### config.mk
export PLATFORM = sky130hd
export DESIGN_NAME = counter_sweep_seq
export DESIGN_NICKNAME = d
export VERILOG_FILES = /design/src/rtl/counter_sweep_seq.sv
export SDC_FILE = /design/constraint.sdc
export NUM_CORES = 1
export LEC_CHECK = 0
export ABC_AREA = 1
export CAP_MARGIN = 10
export CORE_ASPECT_RATIO = 0.75
export CORE_MARGIN = 2
export CORE_UTILIZATION = 49
export DETAILED_ROUTE_END_ITERATION = 8
export PLACE_DENSITY = 0.88
export SLEW_MARGIN = 10
export SYNTH_ARGS = -nofsm -noshare
export SYNTH_HDL_FRONTEND = slang
export SYNTH_SLANG_ARGS = --single-unit
### constraint.sdc
create_clock -name clk_i -period 1.7 [get_ports clk_i]
set_clock_uncertainty 0.05 [all_clocks]
set_input_delay 0.17 -clock clk_i [delete_from_list [all_inputs] [get_ports clk_i]]
set_output_delay 0.17 -clock clk_i [all_outputs]
set_load 0.1 [all_outputs]
### src/rtl/counter_sweep_seq.sv
// counter_sweep_seq
//   Sequencer for the bounded up/down step counter. It clears the counter,
//   sweeps its direction between the upper and lower saturation points a
//   programmed number of times, and counts double-step (skip) events.
//   It finishes with either a done pulse or a sticky timeout error.
//
// Optional feature: define SEQ_START_DIR_EN to add the start_dir_i input,
//   which selects the direction of the first half-sweep.
//
// Ports
//   clk_i          clock, rising edge
//   rst_i          asynchronous active-high reset
//   start_i        begin a run (sampled in IDLE only)
//   abort_i        cancel a run in CLR/RUN
//   num_sweeps_i   half-sweeps to perform, latched on an accepted start
//   start_dir_i    first-sweep direction (only with SEQ_START_DIR_EN)
//   cnt_limit_i    counter limit flag (0 = saturated)
//   cnt_skip_i     counter skip flag (0 = double step taken)
//   cnt_rst_o      synchronous reset to the counter
//   cnt_mode_o     counter direction (1 = up, 0 = down)
//   busy_o         run in progress (CLR or RUN)
//   done_o         one-cycle pulse on normal completion
//   error_o        sticky timeout flag
//   sweeps_done_o  half-sweeps completed in the current/last run
//   skip_count_o   skip events in the current/last run (saturating)
module counter_sweep_seq #(
   parameter int SWEEP_W = 8,
   parameter int SKIP_W  = 8,
   parameter int TIMEOUT = 512
) (
   input  logic               clk_i,
   input  logic               rst_i,
   input  logic               start_i,
   input  logic               abort_i,
   input  logic [SWEEP_W-1:0] num_sweeps_i,
`ifdef SEQ_START_DIR_EN
   input  logic               start_dir_i,
`endif
   input  logic               cnt_limit_i,
   input  logic               cnt_skip_i,
   output logic               cnt_rst_o,
   output logic               cnt_mode_o,
   output logic               busy_o,
   output logic               done_o,
   output logic               error_o,
   output logic [SWEEP_W-1:0] sweeps_done_o,
   output logic [SKIP_W-1:0]  skip_count_o
);

   localparam int TW = (TIMEOUT > 2) ? $clog2(TIMEOUT) : 1;
   localparam logic [TW-1:0] TMAX = TW'(TIMEOUT - 1);

   typedef enum logic [1:0] {S_IDLE, S_CLR, S_RUN, S_ERR} state_t;

   state_t             state_q;
   logic [SWEEP_W-1:0] num_q;
   logic [TW-1:0]      timer_q;
   logic               blank_q;
   logic               cnt_rst_q, cnt_mode_q, busy_q, done_q, error_q;
   logic [SWEEP_W-1:0] sweeps_q;
   logic [SKIP_W-1:0]  skip_q;

   logic [TW-1:0]      timer_d;
   logic [SWEEP_W-1:0] sweeps_d;
   logic [SKIP_W-1:0]  skip_d;
   logic               first_dir;

`ifdef SEQ_START_DIR_EN
   assign first_dir = start_dir_i;
`else
   assign first_dir = 1'b1;
`endif

   always_comb begin
      timer_d  = timer_q + 1'b1;
      sweeps_d = sweeps_q + 1'b1;
      skip_d   = (&skip_q) ? skip_q : skip_q + 1'b1;
   end

   always_ff @(posedge clk_i or posedge rst_i) begin
      if (rst_i) begin
         state_q    <= S_IDLE;
         num_q      <= '0;
         timer_q    <= '0;
         blank_q    <= 1'b0;
         cnt_rst_q  <= 1'b0;
         cnt_mode_q <= 1'b1;
         busy_q     <= 1'b0;
         done_q     <= 1'b0;
         error_q    <= 1'b0;
         sweeps_q   <= '0;
         skip_q     <= '0;
      end else begin
         done_q <= 1'b0;
         case (state_q)
            S_IDLE: begin
               if (start_i) begin
                  error_q <= 1'b0;
                  if (num_sweeps_i == '0) begin
                     // Nothing to sweep: report completion, leave counts alone.
                     done_q <= 1'b1;
                  end else begin
                     state_q    <= S_CLR;
                     num_q      <= num_sweeps_i;
                     sweeps_q   <= '0;
                     skip_q     <= '0;
                     timer_q    <= '0;
                     cnt_rst_q  <= 1'b1;
                     cnt_mode_q <= first_dir;
                     busy_q     <= 1'b1;
                  end
               end
            end
            S_CLR: begin
               cnt_rst_q <= 1'b0;
               if (abort_i) begin
                  state_q <= S_IDLE;
                  busy_q  <= 1'b0;
               end else begin
                  state_q <= S_RUN;
                  blank_q <= 1'b1;
               end
            end
            S_RUN: begin
               if (abort_i) begin
                  state_q <= S_IDLE;
                  busy_q  <= 1'b0;
               end else begin
                  timer_q <= timer_d;
                  blank_q <= 1'b0;
                  // Counter flags lag one cycle, so they are ignored right
                  // after a clear or a direction change.
                  if (!blank_q) begin
                     if (!cnt_skip_i) skip_q <= skip_d;
                     if (!cnt_limit_i) begin
                        sweeps_q <= sweeps_d;
                        timer_q  <= '0;
                        if (sweeps_d == num_q) begin
                           done_q  <= 1'b1;
                           state_q <= S_IDLE;
                           busy_q  <= 1'b0;
                        end else begin
                           cnt_mode_q <= ~cnt_mode_q;
                           blank_q    <= 1'b1;
                        end
                     end
                  end
                  // A limit seen this cycle restarts the half-sweep instead.
                  if ((blank_q || cnt_limit_i) && timer_d == TMAX) begin
                     state_q <= S_ERR;
                     error_q <= 1'b1;
                     busy_q  <= 1'b0;
                  end
               end
            end
            S_ERR: state_q <= S_IDLE;
            default: state_q <= S_IDLE;
         endcase
      end
   end

   assign cnt_rst_o     = cnt_rst_q;
   assign cnt_mode_o    = cnt_mode_q;
   assign busy_o        = busy_q;
   assign done_o        = done_q;
   assign error_o       = error_q;
   assign sweeps_done_o = sweeps_q;
   assign skip_count_o  = skip_q;

endmodule

Word level (Yosys, flattened, before mapping). Index checks and enable logic that the tools add are counted.

Latch bits: 0. Word-level logic and storage cells: 112. ROM bits: 0. Input bits: 14. Memories: 0. RAM bits: 0. Bits in registers: 41.

Reductions and logical operators: 19. Order comparisons: 0. Divide/modulo/power cells: 0. Multiplexer cells: 58. Equal/unequal tests: 19. Bitwise operators: 2. Multiply operators: 0. Shift operators: 0. $add $sub $neg: 3.

Operators with widths (count): $mux 8 (9); $mux 9 (5); $pmux 8 s2 (2); $mux 1 (26); $ne 2x2->1 const B (11); $reduce_and 7->1 (3); $pmux 9 s2 (1); $add 8x1->8 const B (2); $mux 2 (8); $ne 4x4->1 const B (3); $pmux 1 s2 (5); $add 9x1->9 const B (1); $eq 9x9->1 const B (1); $reduce_and 3->1 (3); $eq 8x8->1 (1); $logic_not 8->1 (1); $pmux 2 s4 (1); $reduce_and 4->1 (2); $reduce_and 8->1 (1); $reduce_and 6->1 (1); $reduce_bool 2->1 (3); $reduce_and 5->1 (1); $eq 2x2->1 const B (2); $pmux 1 s3 (1); other kinds (6) (7).

Longest topological paths before layout. Gate-level depths: netlist of the first run.

Depth after elaboration: 8. Mapped depth: 14. Mapped depth without buffers: 14.

Worst setup path before layout of the first run. Ideal clock, no wire load.

Path type: register to register. Start: reg sweeps_q[1] (netlist: sweeps_done_o[1]). End: reg busy_q (netlist: busy_o). Path slack: -0.751 ns. Clock period less this slack: 2.451 ns. Path buffers: 0. Data arrival time: 2.279 ns. Library setup time: 0.122 ns. Cell stages (with the launch flop): 13. Cell sequence: dfrtp_1 -> ha_1 -> nand2_1 -> inv_1 -> nand3_1 -> nand3b_1 -> nand2_1 -> nor2_1 -> nand4_1 -> nand2_2 -> nand3_1 -> nand2_1 -> nand2_1.

Longest elaborated chain between the ends: 4.

RTL lines: from (decl) (line 60) `logic [SWEEP_W-1:0] sweeps_q;`; from (signal assigned) (line 136) `sweeps_q <= sweeps_d;`; $add 8x1->8 (line 76) `sweeps_d = sweeps_q + 1'b1;`; $eq 8x8->1 (line 138) `if (sweeps_d == num_q) begin`; $ne 4x4->1 (no source line); $reduce_and 7->1 (no source line); to (signal assigned) (line 88) `busy_q <= 1'b0;`; to (signal assigned) (line 141) `busy_q <= 1'b0;`; to (signal assigned) (line 152) `busy_q <= 1'b0;`; to (decl) (line 59) `logic cnt_rst_q, cnt_mode_q, busy_q, done_q, error_q;`.

Every way passes these cells. A chain may end at the register's enable or synchronous reset.

Worst setup path after layout of the first run.
Start: reg sweeps_q[1] (netlist: sweeps_done_o[1]). End: reg state_q[0].

Longest elaborated chain between the ends: 4.

RTL lines: $add 8x1->8 (line 76); $eq 8x8->1 (line 138); $ne 4x4->1 (no source line); $reduce_and 5->1 (no source line); to (signal assigned) (line 82) `state_q <= S_IDLE;`; to (signal assigned) (line 140) `state_q <= S_IDLE;`; to (signal assigned) (line 150) `state_q <= S_ERR;`; to (decl) (line 55) `state_t state_q;`.

Every way passes these cells.

==> metrics.txt, run 1 <==
outcome=finished with violations; failing checks=DRC, setup timing; Worst Setup EP=state_q[0]; yosys warns=0; Hold Vio Cnt, Final=0; mapped cell area=2420 um2; Initial Util=50.2%; Finished Core Util=88.9%; Worst R2R Start=sweeps_done_o[1]; worst slew pin tran=0.438 ns; CTS buffer count=5; Mapped Nets=360; r2r setup slk=-0.43 ns; Post-Syn Area per Cell=7.13 um2; most frequent CP cell=nand2_1; crit path DAT=2.28 ns; clock root buffer=clkbuf_8; final setup margin=-0.427 ns; Final min period=2.13 ns; CP startpoint=sweeps_done_o[1]; Distinct cells, synth=25; share of cells above drive strength 1=48.2%; number of max-cap violations=0; final setup fails=32; Reg clk slew, reported paths=0.09 ns; final WL=11800 um; nets=476; clk_lat worst skew=0.32 ns; Core Rows=22; DRC=1; Crit Path Max Fanout=4; Die Y=64.8 um; hold-fix buffer count after cts=0; Detail Placement HPWL=5130 um; Antenna Cells=0; Syn Inst Count=339; Rel. slew slack=70.8%; critical path launch point type=flip-flop; DR vias/cell=6.44; gr ovfl total=0; Fin Hold WS=0.0912 ns; Final Max Tran Viols=0; Power Dens Cells=1460 nW/um2; register area share after synthesis=42.5%; WL/cell=22.8 um; Pleak=0.00190 uW; WP depth=12; die footprint=5520 um2; CP max-delay cell=dfrtp_4; vias in the first global route=2915; I/O pins=35; largest net degree at the start of global routing=28; worst-path cell chain=buf_4 -> nand2_1 -> nor2_2 -> nand3_1 -> nand2_1 -> nand2_1 -> nand2_1 -> nand4_1 -> nand2_2 -> nand2_2 -> nand2_1 -> nand2_1; CP Capture Type=flip-flop; Max Clk Rate=470 MHz; Critical Path Max Stage Delay=0.46 ns; antenna-violating nets left=0; H-tree Lvls=2; worst r2r path cells=12; kind of critical path=flip-flop to flip-flop; Final Wtd Congestion=0.907; Max VDD drop=1.36 mV; GRT Util Overall=31.1%; crit share post-route=125%; WP data required=1.85 ns; CTS tree=done; initial antenna violation count=0; vias=3324; Port Buffer Count=34; Seq cells post-synth=41; drt first pass iters=8; Worst R2R End=state_q[0]; Initial DRC Count=616; global-route wire length before repair=13400 um; chip width=85.1 um; CTS Buffer Depth=2; largest delay contributor family on the critical path=simple AND/OR/NAND/NOR gates; Power Total=6250 uW; RSZ-0062 raised after global routing=true; HP Class=primary input to async pin; Clock Sinks=41; P&R area growth vs syn=77.0%; Buf/Inv on CP=1; core area=4820 um2
flip-flops by register name (all words and copies together), names as in the netlist:
signal         cells
cnt_rst_o          1
done_o             1
skip_count_o       8
cnt_mode_o         1
sweeps_done_o      8
error_o            1
blank_q            1
num_q              8
state_q            2
timer_q            9
busy_o             1
metal layers:
metal	wire length, um	up-vias	GRT usage [%]
met1	3980	1531	35.1
met4	1010	0	17.7
li1	-	1315	-
met3	1510	121	8.66
met2	5270	357	53.0
met5	0	-	0
final cells by class:
type	count	area, um2
Multi-Input combinational cell	237	1630
Sequential cell	41	1070
Timing Repair Buffer	111	1180
Fill cell	184	537
Tap cell	60	75.1
Clock inverter	2	10.0
Clock buffer	6	72.6
Inverter	59	239
power breakdown:
| group | switching, uW | internal (uW) |
|---|---|---|
| Clock | 399 | 286 |
| Combinational | 2500 | 1590 |
| Sequential | 260 | 1210 |
stage by stage:
stage	cells	area (um2)	setup slack [ns]	TNS, ns
global placement	482	3550	-0.138	-2.22
finish	516	4280	-0.427	-4.49
detailed placement	482	3550	-0.203	-4.14
CTS	501	3840	-0.170	-0.677
global route	516	4280	-0.560	-6.98
floorplan	339	2520	-0.203	-1.51
cell usage in the layout (no fill, tap or decap), types with 11 or more instances in the layout:
master and instances:
nor2_2 11, buf_4 68, o22ai_1 11, nand3_1 21, buf_12 23, clkdlybuf4s50_1 13
nand2_2 20, dfrtp_1 23, inv_1 48, nand2_1 69, o21ai_0 12, nor2_1 17
synth_stat cells:
library cell | instances | area share (%)
nand3_1 | 33 | 6.8
nor3_1 | 5 | 1.0
nand2_2 | 4 | 1.0
ha_1 | 7 | 3.6
nand2_1 | 94 | 15
xor2_1 | 3 | 1.1
nor2_1 | 30 | 4.7
and3_1 | 1 | 0.26
o22ai_1 | 15 | 3.9
o21ai_2 | 2 | 0.72
nand3b_1 | 2 | 0.62
o21ai_0 | 20 | 4.1
o21ai_1 | 2 | 0.41
buf_2 | 1 | 0.21
nand4_1 | 5 | 1.3
o31ai_1 | 2 | 0.62
a21oi_1 | 5 | 1.0
nand3_2 | 1 | 0.41
dfrtp_1 | 40 | 41
inv_2 | 3 | 0.47
inv_1 | 56 | 8.7
nand2_4 | 1 | 0.47
clkbuf_1 | 1 | 0.16
nor2_2 | 5 | 1.3
dfstp_2 | 1 | 1.1
kinds of logic after synthesis:
| logic type | share of synthesized area [%] |
|---|---|
| adders and majority gates | 3.62 |
| and+or+nand+nor | 32.5 |
| xor gates and xnor gates | 1.09 |
| AOI/OAI and AO/OA | 10.8 |
| DFF | 42.5 |
| buffers and inverters | 9.52 |
worst reg2reg max path: cells and delay by family, from the launching register on:
family / cells / cell delay [ns]
AND/OR/NAND/NOR: 11 / 1.36
flip-flops: 1 / 0.46
buffers and inverters: 1 / 0.14
worst min path at each step:
stage / start / endpoint / cells after the start
after global routing: rst_i / sweeps_done_o[1] / 2
after detailed placement: rst_i / skip_count_o[1] / 2
after global placement: rst_i / skip_count_o[1] / 2
after CTS: rst_i / sweeps_done_o[1] / 2
final: rst_i / sweeps_done_o[1] / 2
after floorplan: num_sweeps_i[0] / num_q[0] / 2
timing repair:
item | in CTS | in global routing
gates resized for setup | 38 | 81
buffers inserted | 11 | 19
endpoints found under the setup margin | 26 | 34
pin swaps | 26 | 43
Note: power is estimated with default switching activity, not from simulation.
==> run 2, diff against run 1 <==
CORE_UTILIZATION = 30   (was 49)
CTS_CLUSTER_DIAMETER = 150   (was default)
PLACE_DENSITY = 0.63   (was 0.88)
==> metrics.txt, run 2 (same netlist as run 1, synthesis figures left out) <==
outcome=finished with violations; failing checks=setup timing; Biggest register=timer_q; HP Class=primary input to async pin; chip width=108 um; sw frac=45.3%; DR vias/cell=4.73; global-route wire length before repair=11900 um; Power Total=5800 uW; Detail Placement HPWL=4970 um; initial antenna violation count=0; gr ovfl total=0; Pleak=0.00188 uW; P&R area growth vs syn=78.5%; vias in the first global route=2620; Port Buffer Count=34; Final Max Tran Viols=0; r2r setup slk=-0.18 ns; WL/cell=13.2 um; Clock power frac=14.8%; Reg clk slew, reported paths=0.09 ns; CTS tree=done; RSZ-0062 raised after global routing=true; most frequent cells in the layout=71 x nand2_1, 60 x buf_4, 49 x inv_1; Antenna Cells=0; crit path DAT=2.08 ns; worst slew pin tran=0.338 ns; Core Rows=28; die footprint=8800 um2; Setup WS pre-CTS=-0.214 ns; Rel. slew slack=77.4%; final cell count without fillers=552; Int Pwr=3170 uW; final setup fails=12; DRC=0; Die Y=81.8 um; largest net degree at the start of global routing=42; Power Dens Cells=1340 nW/um2; hold-fix buffer count after cts=0; Worst R2R End=busy_o; Finished Core Util=55.0%; nets=467; Worst R2R Start=sweeps_done_o[1]; Clock Sinks=41; critical path launch point type=flip-flop; final WL=7280 um; Max VDD drop=1.00 mV; antenna-violating nets left=0; kind of critical path=flip-flop to flip-flop; vias=2611; sw power=2630 uW; Crit Path Max Fanout=5; CTS Buffer Depth=2; CP Capture Type=flip-flop; crit share post-route=111%; number of max-cap violations=0; Fin Hold WS=0.176 ns; CTS buffer count=5; Max Clk Rate=531 MHz; combinational power share=61.0%; H-tree Lvls=2; clock root buffer=clkbuf_8; Initial DRC Count=90; final setup margin=-0.184 ns; Initial Util=30.8%; max reg flops=9; worst r2r path cells=13; Reg power frac=24.2%; I/O pins=35; most common cell after layout, fill and taps aside=nand2_1; WP data required=1.90 ns; placed cell count=529; clk_lat worst skew=0.31 ns; core area=7850 um2; Final Wtd Congestion=0.876; Final min period=1.88 ns; drt first pass iters=4; share of cells above drive strength 1=48.8%; GRT Util Overall=17.0%; Hold Vio Cnt, Final=0
[run 2: changes by cell type in the layout (fill, tap and decap cells not counted), sizes merged]
| cell | delta |
|---|---|
| clkinv | -3 |
| inv | +1 |
| bufinv | +1 |
| buf | -9 |
| clkbuf | +1 |
[run 2: how the worst max path moves through the flow]
stage,from,end,slack [ns],cells after the start
after global placement,num_sweeps_i[0],skip_count_o[6],-0.18,13
final,sweeps_done_o[1],busy_o,-0.18,13
after floorplan,sweeps_done_o[1],busy_o,-0.20,13
after global routing,sweeps_done_o[1],busy_o,-0.33,13
after CTS,sweeps_done_o[1],busy_o,-0.19,12
after detailed placement,sweeps_done_o[1],state_q[1],-0.21,13
[run 2: critical path, stage by stage, from the launching register on]
cell and delay, ns:
dfrtp_4 0.52, ha_4 0.20, nand2_8 0.10, nand2_4 0.06, nand2_2 0.06, nand2_2 0.06, nor2_4 0.10, nand3_2 0.06
nor2_1 0.09, nand4_1 0.13, nand2_2 0.15, buf_4 0.12, nand4_1 0.06, nand2_1 0.07
[run 2: what timing repair did]
action                     4_1_cts  5_1_grt
resized for setup               34       95
setup endpoints to repair       24       37
pin swaps                       16       38
buffers inserted                 9        5
cloned                           0        1
[run 2: power groups by stage]
| stage | registers [uW] | clock network, uW | logic, uW |
|---|---|---|---|
| 2_1_floorplan | 1810 | 0 | 1120 |
| 3_3_place_gp | 1400 | 0 | 2660 |
| 3_5_place_dp | 1400 | 0 | 2700 |
| 4_1_cts | 1390 | 853 | 3010 |
| 5_1_grt | 1430 | 904 | 3840 |
| 6_report | 1400 | 856 | 3540 |
[run 2: layout make-up]
class	count	area, um2
clock buffer	7	86.3
clock inverter	1	30.0
fill	705	3530
inverter	59	236
multi-input combinational	237	1670
sequential	41	1070
tap	105	131
timing repair buffer	102	1100
[run 2: layer usage]
layer	GRT usage (%)	vias to the layer above	wire (um)
li1	-	1309	-
met1	23.3	1238	3510
met2	27.5	54	3360
met3	3.17	10	314
met4	5.00	0	89
met5	0	-	0
[run 2: stage by stage]
stage / setup TNS, ns / cell area (um2)
5_1_grt: -2.41 / 4320
6_report: -0.649 / 4320
2_1_floorplan: -1.51 / 2520
3_3_place_gp: -3.43 / 3610
3_5_place_dp: -4.23 / 3610
4_1_cts: -0.586 / 3900
==> RTL change 1, RTL diff (flow settings as in run 1) <==
Put one more register stage on the output `skip_count_o`, cleared by the reset. The value now appears one clock later. The other outputs are not delayed to match.
--- a/src/rtl/counter_sweep_seq.sv
+++ b/src/rtl/counter_sweep_seq.sv
@@ -167,3 +167,9 @@
    assign sweeps_done_o = sweeps_q;
-   assign skip_count_o  = skip_q;
+   always_ff @(posedge clk_i or posedge rst_i) begin
+      if (rst_i) begin
+         skip_count_o <= '0;
+      end else begin
+         skip_count_o <= skip_q;
+      end
+   end
 
Function: changed (a bounded check fails within 10 cycles, from zero or initial values and one cycle with rst_i high).
==> RTL change 1 against run 1 <==
The flow finishes with violations (setup timing); final cell count down 1.4%; die area grew 8.2%; total power is 6.5% lower; area after synthesis is 8.7% higher; routed wire length shrank 24%; sequential cell count rose by 8; design area about the same; sequential power is 11% higher; worst setup slack improved by 0.089 ns; combinational power shrank 15%; critical path type unchanged; largest cell class unchanged.
==> RTL change 1: results (changes against run 1) <==
ys_warn_count: 0  # unchanged
hp-class: "in -> async"
finalNetCount: 454  # -4.6%
ant_nets: 0  # unchanged
htreeDepth: 2  # unchanged
post-dp-hpwl_um: 5340  # +4.2%
yosysUniqueCellTypes: 31  # +24%
portBuffers: 34  # unchanged
grt_start_max_net_pins: 45  # +61%
antenna_found_initial: 0  # unchanged
async_reset_ff_frac: 1.00  # unchanged
drtIter0Drc: 227  # -63%
syn_nets: 356  # -1.1%
layout-drive-gt1-share: 0.419  # -0.0631
timing.final.ws_setup_ns: -0.338  # +0.0893 ns
grt_use_met3: 0.0550  # -0.0316
grtUsageMet2: 0.499  # -0.0312
cts_max_path_buffers: 2  # unchanged
ys_seq_area_frac: 0.467  # +0.0422
max_flop_register: "timer_q"
swShare: 0.478  # -0.0281
synth_area_leaders: "dfrtp_1 46%, nand2_1 13%, inv_1 6.4%"
fillers: 284  # +54%
vias_per_cell: 5.61  # -13%
run_status: "finished with violations"
grt_pass1_wl_um: 12800  # -4.2%
stdcell_count: 509  # -1.4%
gp_congestion: 0.892  # -1.7%
slowest_delay_ns: 0.52  # +0.06 ns
grt.total_usage: 0.287  # -0.0238
place_inst: 485  # +0.62%
irDropWorstVdd_v: 0.000785  # -42%
p_leak_nw: 1.94  # +1.8%
antennaDiodeCount: 0  # unchanged
slowest_stage: "dfrtp_4"
synth_common_cells: "94 x nand2_1, 48 x dfrtp_1, 45 x inv_1, 28 x nor2_1, 27 x nand3_1"
largest_register_ffs: 9  # unchanged
drt-pass1-iter-count: 5  # -3
wire_per_inst_um: 17.6  # -23%
clock_latency_ns: 0.31
cts-buffers-inserted: 5  # unchanged
setup_viol: 24  # -25%
cts.clk_slew.worst_paths_ns: 0.10
grt_pass1_vias: 2722  # -6.6%
max-slew-margin-rel: 0.793  # +0.0855
violations: "setup timing"
cts-root-buf: "clkbuf_8"
critPathTopFamily: "simple AND/OR/NAND/NOR gates"
arrival_ns: 2.20  # -0.08 ns
avgSynthCellArea_um2: 7.85  # +10%
grtUsageMet1: 0.359  # +0.00749
path_max_fanout: 4  # unchanged
## RTL change 1: cell types whose count changed in the layout (fill, tap and decap cells not counted), moves of 4 or more
cell	delta
inv_2	-4
nand2_1	+10
buf_4	-16
dfrtp_2	-8
inv_1	-9
nand3_2	-4
dfrtp_1	+17
a21oi_2	-4
o22ai_1	-11
o22ai_2	+4
nand2_2	-6
o21ai_1	+5
## RTL change 1: routing by layer
metal / wire (um) / vias to the layer above / part of all wire
met2: 4580 / 142 / 0.51
met4: 370 / 0 / 0.041
li1: - / 1289 / -
met1: 3500 / 1376 / 0.39
met3: 498 / 46 / 0.056
met5: 0 / - / 0
## RTL change 1: layout make-up
| class | instances | area share |
|---|---|---|
| multi-input combinational | 237 | 0.377 |
| sequential | 49 | 0.293 |
| timing repair buffer | 92 | 0.239 |
| inverter | 48 | 0.0464 |
| tap | 75 | 0.0219 |
| clock buffer | 5 | 0.0161 |
| clock inverter | 3 | 0.00613 |
## RTL change 1: timing repair
item,in CTS,in global routing
endpoints found under the setup margin,21,32
setup buffers,7,9
gates resized for setup,27,71
gates cloned,1,0
pin swaps,7,39
## RTL change 1: power by group through the flow
| stage | Clock (mW) | Combinational, mW | Sequential (mW) |
|---|---|---|---|
| after CTS | 0.736 | 2.92 | 1.60 |
| after floorplan | 0 | 1.13 | 2.10 |
| final | 0.743 | 3.47 | 1.63 |
| after global placement | 0 | 2.53 | 1.61 |
| after global routing | 0.800 | 3.66 | 1.64 |
| after detailed placement | 0 | 2.62 | 1.62 |
## RTL change 1: through the flow
stage	setup TNS (ns)	setup WS [ns]	util	cell area, um2	power [mW]
after detailed placement	-10.79	-0.394	0.698	3670	4.24
after global placement	-8.74	-0.311	0.698	3670	4.14
after global routing	-5.68	-0.492	0.813	4280	6.11
final	-3.34	-0.338	0.813	4280	5.84
after floorplan	-0.931	-0.255	-	2700	3.23
after CTS	-0.909	-0.195	0.747	3940	5.25
## RTL change 1: logic make-up after synthesis
logic type | after synthesis | synth area share
AND/OR/NAND/NOR | 176 | 0.297
buffers and inverters | 50 | 0.0714
flip-flops | 49 | 0.467
AO/OA/AOI/OAI | 46 | 0.108
XOR/XNOR | 7 | 0.0233
adder cells (fa/ha/maj) | 7 | 0.0333
## RTL change 1: worst paths after layout
path / depth (start not counted) / slack (ns) / start / to
max: 11 / -0.34 / sweeps_done_o[0] / state_q[1]
min in group clk_i: 3 / 0.14 / num_sweeps_i[1] / num_q[1]
min reg2reg: 0 / 0.39 / skip_q[7] / skip_count_o[7]
max reg2reg: 11 / -0.34 / sweeps_done_o[0] / state_q[1]
min: 2 / 0.01 / rst_i / skip_count_o[4]
max in group asynchronous: 3 / 1.06 / rst_i / cnt_mode_o
==> RTL change 2, RTL diff (config.mk and constraints of run 1) <==
Without the edit above. Set the parameter `TIMEOUT` to 128 (it was 512).
--- a/src/rtl/counter_sweep_seq.sv
+++ b/src/rtl/counter_sweep_seq.sv
@@ -28,3 +28,3 @@
    parameter int SKIP_W  = 8,
-   parameter int TIMEOUT = 512
+   parameter int TIMEOUT = 128
 ) (
Formal check against the unedited RTL: same outputs for any inputs over 10 cycles, from zero or initial values and one cycle with rst_i high; that may be too few to reach the edited logic, so the function may still have changed.
==> RTL change 2 against run 1 <==
The run ends with setup timing left; total power down 6.1%; sequential cell count is 2 lower; worst setup slack gained 0.022 ns; critical path depth fell by 2; routed wire length is 8.3% lower; count of clock-buffer cells in the layout shrank 1; fmax up 1.0%; first-iteration DRC count decreased by 47%; design area down 5.6%; final cell count down 13%; area after synthesis decreased by 4.8%; critical path type unchanged.
==> RTL change 2: results (changes against run 1) <==
timing.final.ws_setup_ns: -0.406  # +0.0216 ns
drt-pass1-iter-count: 5  # -3
clock_sinks: 39  # -4.9%
grt_pass1_wl_um: 13200  # -1.4%
grt_start_max_net_pins: 40  # +43%
finalNetCount: 412  # -13%
irDropWorstVdd_v: 0.000992  # -27%
r2r_end: "state_q[1]"
synth_common_cells: "70 x nand2_1, 38 x dfrtp_1, 38 x inv_1, 28 x nand3_1, 23 x nor2_1"
layout-drive-gt1-share: 0.551  # +0.0686
synth_xor_area_frac: 0.0342  # +0.0234
wirelength_um: 10800  # -8.3%
synth_compound_area_frac: 0.108  # -0.000572
gp_congestion: 0.868  # -4.3%
synthAdderAreaFrac: 0.0380  # +0.00181
async_reset_ff_frac: 1.00  # unchanged
reg2reg_depth: 10  # -2
synth_mux_area_frac: 0  # unchanged
syn_nets: 320  # -11%
drtIter0Drc: 329  # -47%
violations: "setup timing"
timing_worst_slew_pin_value_ns: 0.488  # +0.0503 ns
post-dp-hpwl_um: 4890  # -4.6%
p_leak_nw: 1.73  # -9.3%
path_max_fanout: 3  # -1
portBuffers: 34  # unchanged
grt_pass1_vias: 2614  # -10%
setup_viol: 28  # -13%
run_status: "finished with violations"
yosysUniqueCellTypes: 30  # +20%
cts-root-buf: "clkbuf_8"
arrival_ns: 2.24  # -0.04 ns
postPlaceCellArea_um2: 3320  # -6.5%
synth_area_leaders: "dfrtp_1 41%, nand2_1 11%, inv_1 6.2%"
dp_slack_ns: -0.270  # -0.0673 ns
vias_per_cell: 6.48  # +0.54%
grt.total_usage: 0.322  # +0.0109
worstSetupStartpoint: "timer_q[0]"
fillers: 163  # -11%
post-route-util: 0.899  # +0.0106
cts-buffers-inserted: 5  # unchanged
ys_seq_area_frac: 0.424  # -0.000502
==> RTL change 2: worst min path at each step <==
| stage | startpoint | to | slack (ns) | cells after the start |
|---|---|---|---|---|
| after floorplan | num_sweeps_i[4] | num_q[4] | 0.24 | 2 |
| after global placement | timer_q[6] | timer_q[6] | 0.44 | 2 |
| after detailed placement | state_q[1] | state_q[1] | 0.46 | 2 |
| after CTS | rst_i | num_q[7] | 0.17 | 3 |
| after global routing | rst_i | timer_q[0] | 0.21 | 3 |
| final | rst_i | timer_q[0] | 0.15 | 3 |
==> RTL change 2: where the power goes <==
part / internal, mW / leakage (nW) / switching [mW] / total [mW]
logic: 1.44 / 1.19 / 2.37 / 3.81
registers: 1.14 / 0.490 / 0.249 / 1.39
clock network: 0.286 / 0.0402 / 0.379 / 0.665
total: 2.87 / 1.73 / 3.00 / 5.86
==> RTL change 2: what timing repair did <==
| action | 4_1_cts | 5_1_grt |
|---|---|---|
| setup buffers | 10 | 6 |
| pin swaps | 19 | 26 |
| hold buffers | 0 | 0 |
| resized for setup | 36 | 89 |
| endpoints found under the setup margin | 36 | 39 |
| gates cloned | 1 | 0 |
==> RTL change 2: metrics by stage <==
step | instances | TNS, ns | hold slack [ns]
after detailed placement | 425 | -4.44 | 0.458
after CTS | 444 | -0.862 | 0.174
after global placement | 425 | -1.43 | 0.437
after global routing | 449 | -7.16 | 0.210
after floorplan | 299 | -1.25 | 0.237
final | 449 | -5.50 | 0.151
==> RTL change 2: per-layer routing <==
metal  vias up  wire length [um]  track usage
met2       280              4880        0.526
met5         -                 0            0
met1      1372              3910        0.394
li1       1153                 -            -
met3       103              1090       0.0813
met4         0               914        0.172
==> RTL change 2: cell type report <==
type | count | area share
repair buffers | 87 | 0.250
multi-input cells | 214 | 0.417
flip-flops and latches | 39 | 0.250
clock inverters | 3 | 0.00496
well taps | 57 | 0.0177
clock buffers | 5 | 0.0170
inverters | 44 | 0.0434
==> RTL change 2: worst max-delay path: stages, from the launching register on <==
cell and delay (ns):
dfrtp_1 0.39, ha_2 0.23, nand3_4 0.09, nor2_1 0.13
nand2_1 0.10, xor2_2 0.24, inv_1 0.09, nand3_1 0.12
nor2_1 0.08, o21ai_0 0.35, o21ai_2 0.10
==> RTL change 2: cell families after synthesis <==
kind of cell | Yosys count
simple gates | 152
buf+inv | 47
compound gates | 45
flops | 39
xor+xnor | 9
fa+ha+maj | 7
